## config.mk

```make
export PLATFORM = sky130hd
export DESIGN_NAME = io_input_capture
export DESIGN_NICKNAME = d
export VERILOG_FILES = /design/src/rtl/io_pkg.sv /design/src/rtl/io_debounce.sv /design/src/rtl/io_input_capture.sv
export SDC_FILE = /design/constraint.sdc
export NUM_CORES = 1
export LEC_CHECK = 0
export ABC_AREA = 1
export CAP_MARGIN = 20
export CELL_PAD_IN_SITES_DETAIL_PLACEMENT = 2
export CELL_PAD_IN_SITES_GLOBAL_PLACEMENT = 2
export CORE_ASPECT_RATIO = 1.75
export CORE_UTILIZATION = 30
export CTS_CLUSTER_SIZE = 40
export DETAILED_ROUTE_END_ITERATION = 7
export GPL_TIMING_DRIVEN = 0
export PLACE_DENSITY = 0.85
export REMOVE_ABC_BUFFERS = 1
export SETUP_SLACK_MARGIN = 0.2
export SLEW_MARGIN = 30
export SYNTH_ARGS = -nofsm -noshare
export SYNTH_HDL_FRONTEND = slang
export SYNTH_SLANG_ARGS = --single-unit
```

## constraint.sdc

```tcl
create_clock -name clk -period 10 [get_ports clk]
set_clock_uncertainty 0.15 [all_clocks]
set_input_delay 2 -clock clk [delete_from_list [all_inputs] [get_ports clk]]
set_output_delay 2 -clock clk [all_outputs]
set_load 0.02 [all_outputs]
```

## src/rtl/io_pkg.sv

```systemverilog
// rtl/io_pkg.sv - shared widths, FSM encoding and decimal accumulate helper for the IO input path
package io_pkg;

    localparam int DIGIT_W = 4;
    localparam int VALUE_W = 32;

    typedef enum logic [1:0] {
        ST_IDLE  = 2'd0,
        ST_ENTRY = 2'd1,
        ST_DONE  = 2'd2
    } io_state_t;

    // x*10 + d built from shifts so no multiplier is inferred
    function automatic logic [VALUE_W-1:0] times_ten_add(
        input logic [VALUE_W-1:0] x,
        input logic [DIGIT_W-1:0] d
    );
        return (x << 3) + (x << 1) + {{(VALUE_W-DIGIT_W){1'b0}}, d};
    endfunction

endpackage

```

## src/rtl/io_debounce.sv

```systemverilog
// rtl/io_debounce.sv - key synchronizer, stability counter and press (1->0) pulse
module io_debounce #(
    parameter int DEBOUNCE_CYCLES = 500000
) (
    input  logic clk,
    input  logic reset,
    input  logic key_n,
    output logic press
);

    localparam int CNT_W = $clog2(DEBOUNCE_CYCLES + 1);
    localparam logic [CNT_W-1:0] LAST = CNT_W'(DEBOUNCE_CYCLES - 1);

    logic             sync_1;
    logic             sync_2;
    logic             level;
    logic [CNT_W-1:0] cnt;

    // Everything resets to "released" so no press fires after reset.
    always_ff @(posedge clk or posedge reset) begin
        if (reset) begin
            sync_1 <= 1'b1;
            sync_2 <= 1'b1;
            level  <= 1'b1;
            cnt    <= '0;
            press  <= 1'b0;
        end else begin
            sync_1 <= key_n;
            sync_2 <= sync_1;
            press  <= 1'b0;
            if (sync_2 == level) begin
                cnt <= '0;
            end else if (cnt == LAST) begin
                cnt   <= '0;
                level <= sync_2;
                press <= ~sync_2;
            end else begin
                cnt <= cnt + CNT_W'(1);
            end
        end
    end

endmodule

```

## src/rtl/io_input_capture.sv

```systemverilog
// rtl/io_input_capture.sv - collects a decimal number from switches/keys on CPU input request
module io_input_capture
    import io_pkg::*;
#(
    parameter int DEBOUNCE_CYCLES = 500000,
    parameter int MAX_DIGITS      = 8
) (
    input  logic               clk,
    input  logic               reset,
    input  logic               input_flag,
    input  logic [DIGIT_W-1:0] SW,
    input  logic               key_digit_n,
    input  logic               key_enter_n,
    output logic [VALUE_W-1:0] entry_value,
    output logic [DIGIT_W-1:0] digit_count,
    output logic [VALUE_W-1:0] user_value,
    output logic               input_ready,
    output logic               busy
);

    localparam logic [DIGIT_W-1:0] MAX_CNT  = DIGIT_W'(MAX_DIGITS);
    localparam logic [DIGIT_W-1:0] MAX_CODE = DIGIT_W'(9);

    io_state_t          state_q, state_d;
    logic [VALUE_W-1:0] entry_d, user_d;
    logic [DIGIT_W-1:0] count_d;
    logic               ready_d;
    logic [DIGIT_W-1:0] sw_sync_1, sw_sync_2;
    logic               digit_press, enter_press;

    io_debounce #(.DEBOUNCE_CYCLES(DEBOUNCE_CYCLES)) u_digit_key (
        .clk   (clk),
        .reset (reset),
        .key_n (key_digit_n),
        .press (digit_press)
    );

    io_debounce #(.DEBOUNCE_CYCLES(DEBOUNCE_CYCLES)) u_enter_key (
        .clk   (clk),
        .reset (reset),
        .key_n (key_enter_n),
        .press (enter_press)
    );

    always_ff @(posedge clk or posedge reset) begin
        if (reset) begin
            state_q     <= ST_IDLE;
            entry_value <= '0;
            digit_count <= '0;
            user_value  <= '0;
            input_ready <= 1'b0;
            sw_sync_1   <= '0;
            sw_sync_2   <= '0;
        end else begin
            state_q     <= state_d;
            entry_value <= entry_d;
            digit_count <= count_d;
            user_value  <= user_d;
            input_ready <= ready_d;
            sw_sync_1   <= SW;
            sw_sync_2   <= sw_sync_1;
        end
    end

    // Within ENTRY a same-cycle digit is folded in before enter looks at the count.
    always_comb begin
        state_d = state_q;
        entry_d = entry_value;
        count_d = digit_count;
        user_d  = user_value;
        ready_d = 1'b0;
        case (state_q)
            ST_IDLE: begin
                if (input_flag) begin
                    state_d = ST_ENTRY;
                    entry_d = '0;
                    count_d = '0;
                end
            end
            ST_ENTRY: begin
                if (!input_flag) begin
                    state_d = ST_IDLE;
                end else begin
                    if (digit_press && (sw_sync_2 <= MAX_CODE) && (digit_count < MAX_CNT)) begin
                        entry_d = times_ten_add(entry_value, sw_sync_2);
                        count_d = digit_count + DIGIT_W'(1);
                    end
                    if (enter_press && (count_d != '0)) begin
                        user_d  = entry_d;
                        ready_d = 1'b1;
                        state_d = ST_DONE;
                    end
                end
            end
            ST_DONE: begin
                if (!input_flag) state_d = ST_IDLE;
            end
            default: state_d = ST_IDLE;
        endcase
    end

    assign busy = (state_q == ST_ENTRY);

endmodule

```

=== Word level (Yosys, flattened, before mapping) ===
Index checks and enable logic that the tools add are counted.

* Input port bits: 9
* Register bits after elaboration: 125

* Bitwise operators: 4
* Magnitude comparators: 2
* Add/subtract/negate cells: 5
* Muxes and demuxes: 26
* Reduce and logical (&&, ||, !) cells: 11
* Eq/ne operators: 10

{| class="wikitable"
|+ Operators with widths
! cell !! count
|-
| $mux 32 || 3
|-
| $mux 19 || 4
|-
| $pmux 32 s2 || 1
|-
| $add 19x1->19 const B || 2
|-
| $eq 19x19->1 const B || 2
|-
| $add 32x32->32 || 1
|-
| $add 32x4->32 || 1
|-
| $mux 4 || 5
|-
| $reduce_and 3->1 || 3
|-
| $mux 2 || 4
|-
| $pmux 4 s2 || 1
|-
| $mux 1 || 7
|-
| $ne 2x2->1 const B || 3
|-
| $pmux 2 s3 || 1
|-
| $add 4x1->4 const B || 1
|-
| $le 4x4->1 const B || 1
|-
| $lt 4x4->1 const B || 1
|-
| $not 1->1 || 4
|-
| $reduce_and 2->1 || 2
|-
| $reduce_bool 4->1 || 1
|-
| $logic_and 1x1->1 || 3
|-
| $ne 3x2->1 const B || 1
|-
| $eq 1x1->1 || 2
|-
| $eq 2x1->1 const B || 1
|-
| other kinds (3) || 3
|}

=== Longest topological paths before layout ===
* Depth after elaboration: 11
* Mapped depth: 16
* Gate-level depth less buffers: 16

=== Modules after synthesis ===
A second synthesis with hierarchy kept.

* Cell total of the unflattened synthesis: 1184
* Area, all modules: 8494.4 um^2

{| class="wikitable"
|+ Modules (own cells, without submodules)
! module !! cells each !! times used !! area an instance (um^2) !! seq. area each (um^2)
|-
| io_input_capture || 868 || 1 || 5952.0 || 1976.9
|-
| io_debounce || 158 || 2 || 1271.2 || 579.3
|}

=== Worst setup path after synthesis ===
No wires, ideal clock.

* Path type: input port to flip-flop
* Start point: input input_flag
* End point: register user_value[5]
* Library setup time: 0.127 ns
* Buffers on the path: 1
* Data arrival time: 3.056 ns
* Stages: 10
* Setup slack: 6.667 ns
* Required time: 9.723 ns
* Cell sequence: inv_1 nor2_4 inv_2 nor2_2 inv_2 nor2_8 inv_8 buf_6 nand2_1 o21ai_2

* Longest elaborated chain between the ends: 1

{| class="wikitable"
|+ RTL lines
! element !! RTL line !! RTL
|-
| from (decl) || io_input_capture.sv:10 || <nowiki>input logic input_flag,</nowiki>
|-
| $reduce_and 3->1 (no source line) || n/a ||
|-
| to (signal assigned) || io_input_capture.sv:58 || <nowiki>user_value <= user_d;</nowiki>
|-
| to (decl) || io_input_capture.sv:16 || <nowiki>output logic [VALUE_W-1:0] user_value,</nowiki>
|}

No other way between the ends.
A chain may end at the register's enable or synchronous reset.

=== Worst setup path after layout ===
* Start point: input input_flag
* End point: register user_value[14]

Same word-level chain as after synthesis.

==> results.json <==
{
  "status": "completed",
  "clockBufferDepth": 2,
  "synth_top_family_by_area": "simple AND/OR/NAND/NOR gates",
  "firstDrtPassIters": 4,
  "syn_avg_cell_area_um2": 7.35,
  "vias": 7819,
  "ctsRootBufferMaster": "clkbuf_16",
  "crit_end": "user_value[14]",
  "clkTransAtPathRegs_ns": 0.06,
  "start_util_pct": 30.4,
  "syn-cell-area_um2": 8060,
  "layout-drive-gt1-share_pct": 6.46,
  "drt_iter0_drc": 237,
  "yosysTopAreaCell": "dfrtp_1",
  "via_per_inst": 5.16,
  "reg2reg_setup_slack_ns": 6.59,
  "startpoint_type": "input pin",
  "grt_pass1_wl_um": 46600,
  "overflow": 0,
  "final_nets": 1251,
  "synth-seq-area-share_pct": 38.9,
  "io_buffers": 78,
  "setup_viol": 0,
  "crit_required_ns": 10.16,
  "hold_buffers": 0,
  "synth_adder_area_share_pct": 9.96,
  "ant_nets": 0,
  "worst_slew_pin_slew_ns": 0.803,
  "diodes": 0,
  "hold_violations": 0,
  "ir_worst_vdd_mv": 0.148,
  "htreeDepth": 4,
  "crit_chain": "clkdlybuf4s50_1, inv_1, nor2_4, inv_2, nor2_4, inv_2, nor2_8, inv_8, nand2_1, o21ai_0",
  "antenna_found_initial": 0,
  "synth_compound_area_share_pct": 9.00,
  "tns_ns": 0,
  "io_pins": 79,
  "n_fill_cell": 3086,
  "core_area_um2": 26500,
  "cts_buffers": 17,
  "multiInputGateArea_um2": 4190,
  "insertion_delay_ns": 0.45,
  "worstRegToRegCells": 15,
  "placementRows": 79,
  "synth_seq_cells": 125,
  "crit_fanout": 36,
  "clock.fmax_mhz": 201,
  "design.die.area_um2": 27600,
  "gp_congestion": 0.868,
  "drv_slew": 0,
  "cts_resized": 0,
  "place_hpwl_um": 22200,
  "syn_to_final_growth_pct": 21.3,
  "period_needed_ns": 4.97,
  "slew_headroom_pct": 46.3,
  "synth_edf_count": 0,
  "period_share_pct": 49.7,
  "synth_mux_area_share_pct": 0.248,
  "synthSimpleGateAreaFrac_pct": 30.7,
  "numClockSinks": 125,
  "cts_setup_buffers": 0,
  "die_h_um": 219,
  "synth.most_common_cell": "nand2_1",
  "cp.arrival_ns": 5.13,
  "r2r_end": "entry_value[18]",
  "worst_path_max_delay_cell": "nor2_4",
  "drt_wl_total_um": 29000,
  "synthDistinctLibCells": 47,
  "synthFlopType": "dfrtp_1",
  "regArea_um2": 3140,
  "r2r-start": "entry_value[0]",
  "grt_pass1_vias": 8867,
  "drt-wirelength-per-cell_um": 19.1,
  "drv_cap": 0,
  "synth_common_cells": "nand2_1 (334), inv_1 (163), dfrtp_1 (119), nand3_1 (92), nor2_1 (89)",
  "hold_class": "flip-flop to flip-flop",
  "crit_start": "input_flag",
  "cts_tree": "done",
  "synthArstFlopShare_pct": 100,
  "worstSetupPathType": "input pin to flip-flop",
  "endpoint_kind": "flip-flop",
  "grt_max_degree": 77,
  "synth_top_area_share_pct": 36.9,
  "yosys_warnings": 0,
  "synth_area_leaders": "dfrtp_1 (37%), nand2_1 (16%), ha_1 (9.5%), inv_1 (7.6%), nand3_1 (5.7%)",
  "cp_slowest_stage_delay_ns": 0.72,
  "die_w_um": 126,
  "p_per_area_nw_per_um2": 120,
  "cellLeakagePower_uw": 0.00500,
  "drc": 0,
  "hold_path_depth": 0,
  "gr-usage-all-layers_pct": 22.2,
  "yosys.area_share.xor_xnor_pct": 2.06,
  "rsz0062_at_grt": "false",
  "synthCells": 1097,
  "worstHoldStart": "sw_sync_1[3]",
  "timing.hold.ws_ns": 0.202
}
[through the flow]
stage | total power (uW) | cell area (um^2) | cells | worst slack (ns) | util, %
3_3_place_gp | 559 | 9140 | 1482 | 2.55 | 34.5
2_1_floorplan | 544 | 7960 | 1080 | 4.53 | -
4_1_cts | 1190 | 9780 | 1516 | 5.01 | 36.9
6_report | 1180 | 9780 | 1516 | 5.03 | 36.9
3_5_place_dp | 562 | 9210 | 1484 | 4.54 | 34.7
5_1_grt | 1210 | 9780 | 1516 | 4.84 | 36.9
[state kept, by name (all words and copies together) (netlist names), 2 cells and up]
name / flops
u_enter_key.cnt: 19
digit_count: 4
state_q: 2
user_value: 32
entry_value: 32
sw_sync_2: 4
u_digit_key.cnt: 19
sw_sync_1: 4
[worst min-delay path by stage]
stage / to / slack, ns
CTS: sw_sync_2[3] / 0.20
finish: sw_sync_2[3] / 0.20
global placement: sw_sync_2[1] / 0.18
global route: u_enter_key.sync_2 / 0.21
detailed placement: sw_sync_2[3] / 0.19
floorplan: sw_sync_2[0] / 0.18
[cells in the final DEF (no fill, tap or decap), types with 4 or more instances in the layout]
cell and n:
nand2_1 334, inv_1 162, dfrtp_1 119, nand3_1 92, nor2_1 89, clkdlybuf4s50_1 78
ha_1 61, a21oi_1 47, o21ai_0 38, clkbuf_16 17, nand4_1 14, or2_2 13
xor2_1 12, nor3_1 11, o21ai_1 10, xnor2_1 7, o21bai_1 7, o211ai_1 6
dfstp_2 6, o21ai_2 5, inv_6 5, inv_8 4, nor4_1 4, a211oi_1 4
clkinv_4 4
[per-layer routing]
metal | global-route usage, % | wire, um | up-vias
li1 | - | - | 3668
met1 | 21.2 | 10500 | 3947
met2 | 44.1 | 16400 | 133
met3 | 3.66 | 639 | 71
met4 | 12.7 | 1460 | 0
met5 | 0 | 0 | -
[area by class of cell]
type | count | area share [%]
Inverter | 167 | 6.57
Tap cell | 324 | 4.14
Sequential cell | 125 | 32.1
Clock buffer | 17 | 4.35
Timing Repair Buffer | 80 | 8.47
Multi-Input combinational cell | 788 | 42.9
Clock inverter | 15 | 1.55
[worst max-delay path, delay by kind of cell]
family,cells,cell delay [ns]
simple gates,4,1.57
buf+inv,5,1.41
compound gates,1,0.11
[cells by family (layout without fill, tap and decap cells)]
group | after synthesis | count (layout)
buf+inv | 184 | 279
fa+ha+maj | 63 | 63
compound gates | 127 | 127
flops | 125 | 125
simple gates | 577 | 577
mux | 2 | 2
xor+xnor | 19 | 19
[where the power goes]
group,internal [uW],switching [uW]
sequential,512,3.82
combinational,9.82,27.0
clock,349,274
(Power assumes the default switching activity.)
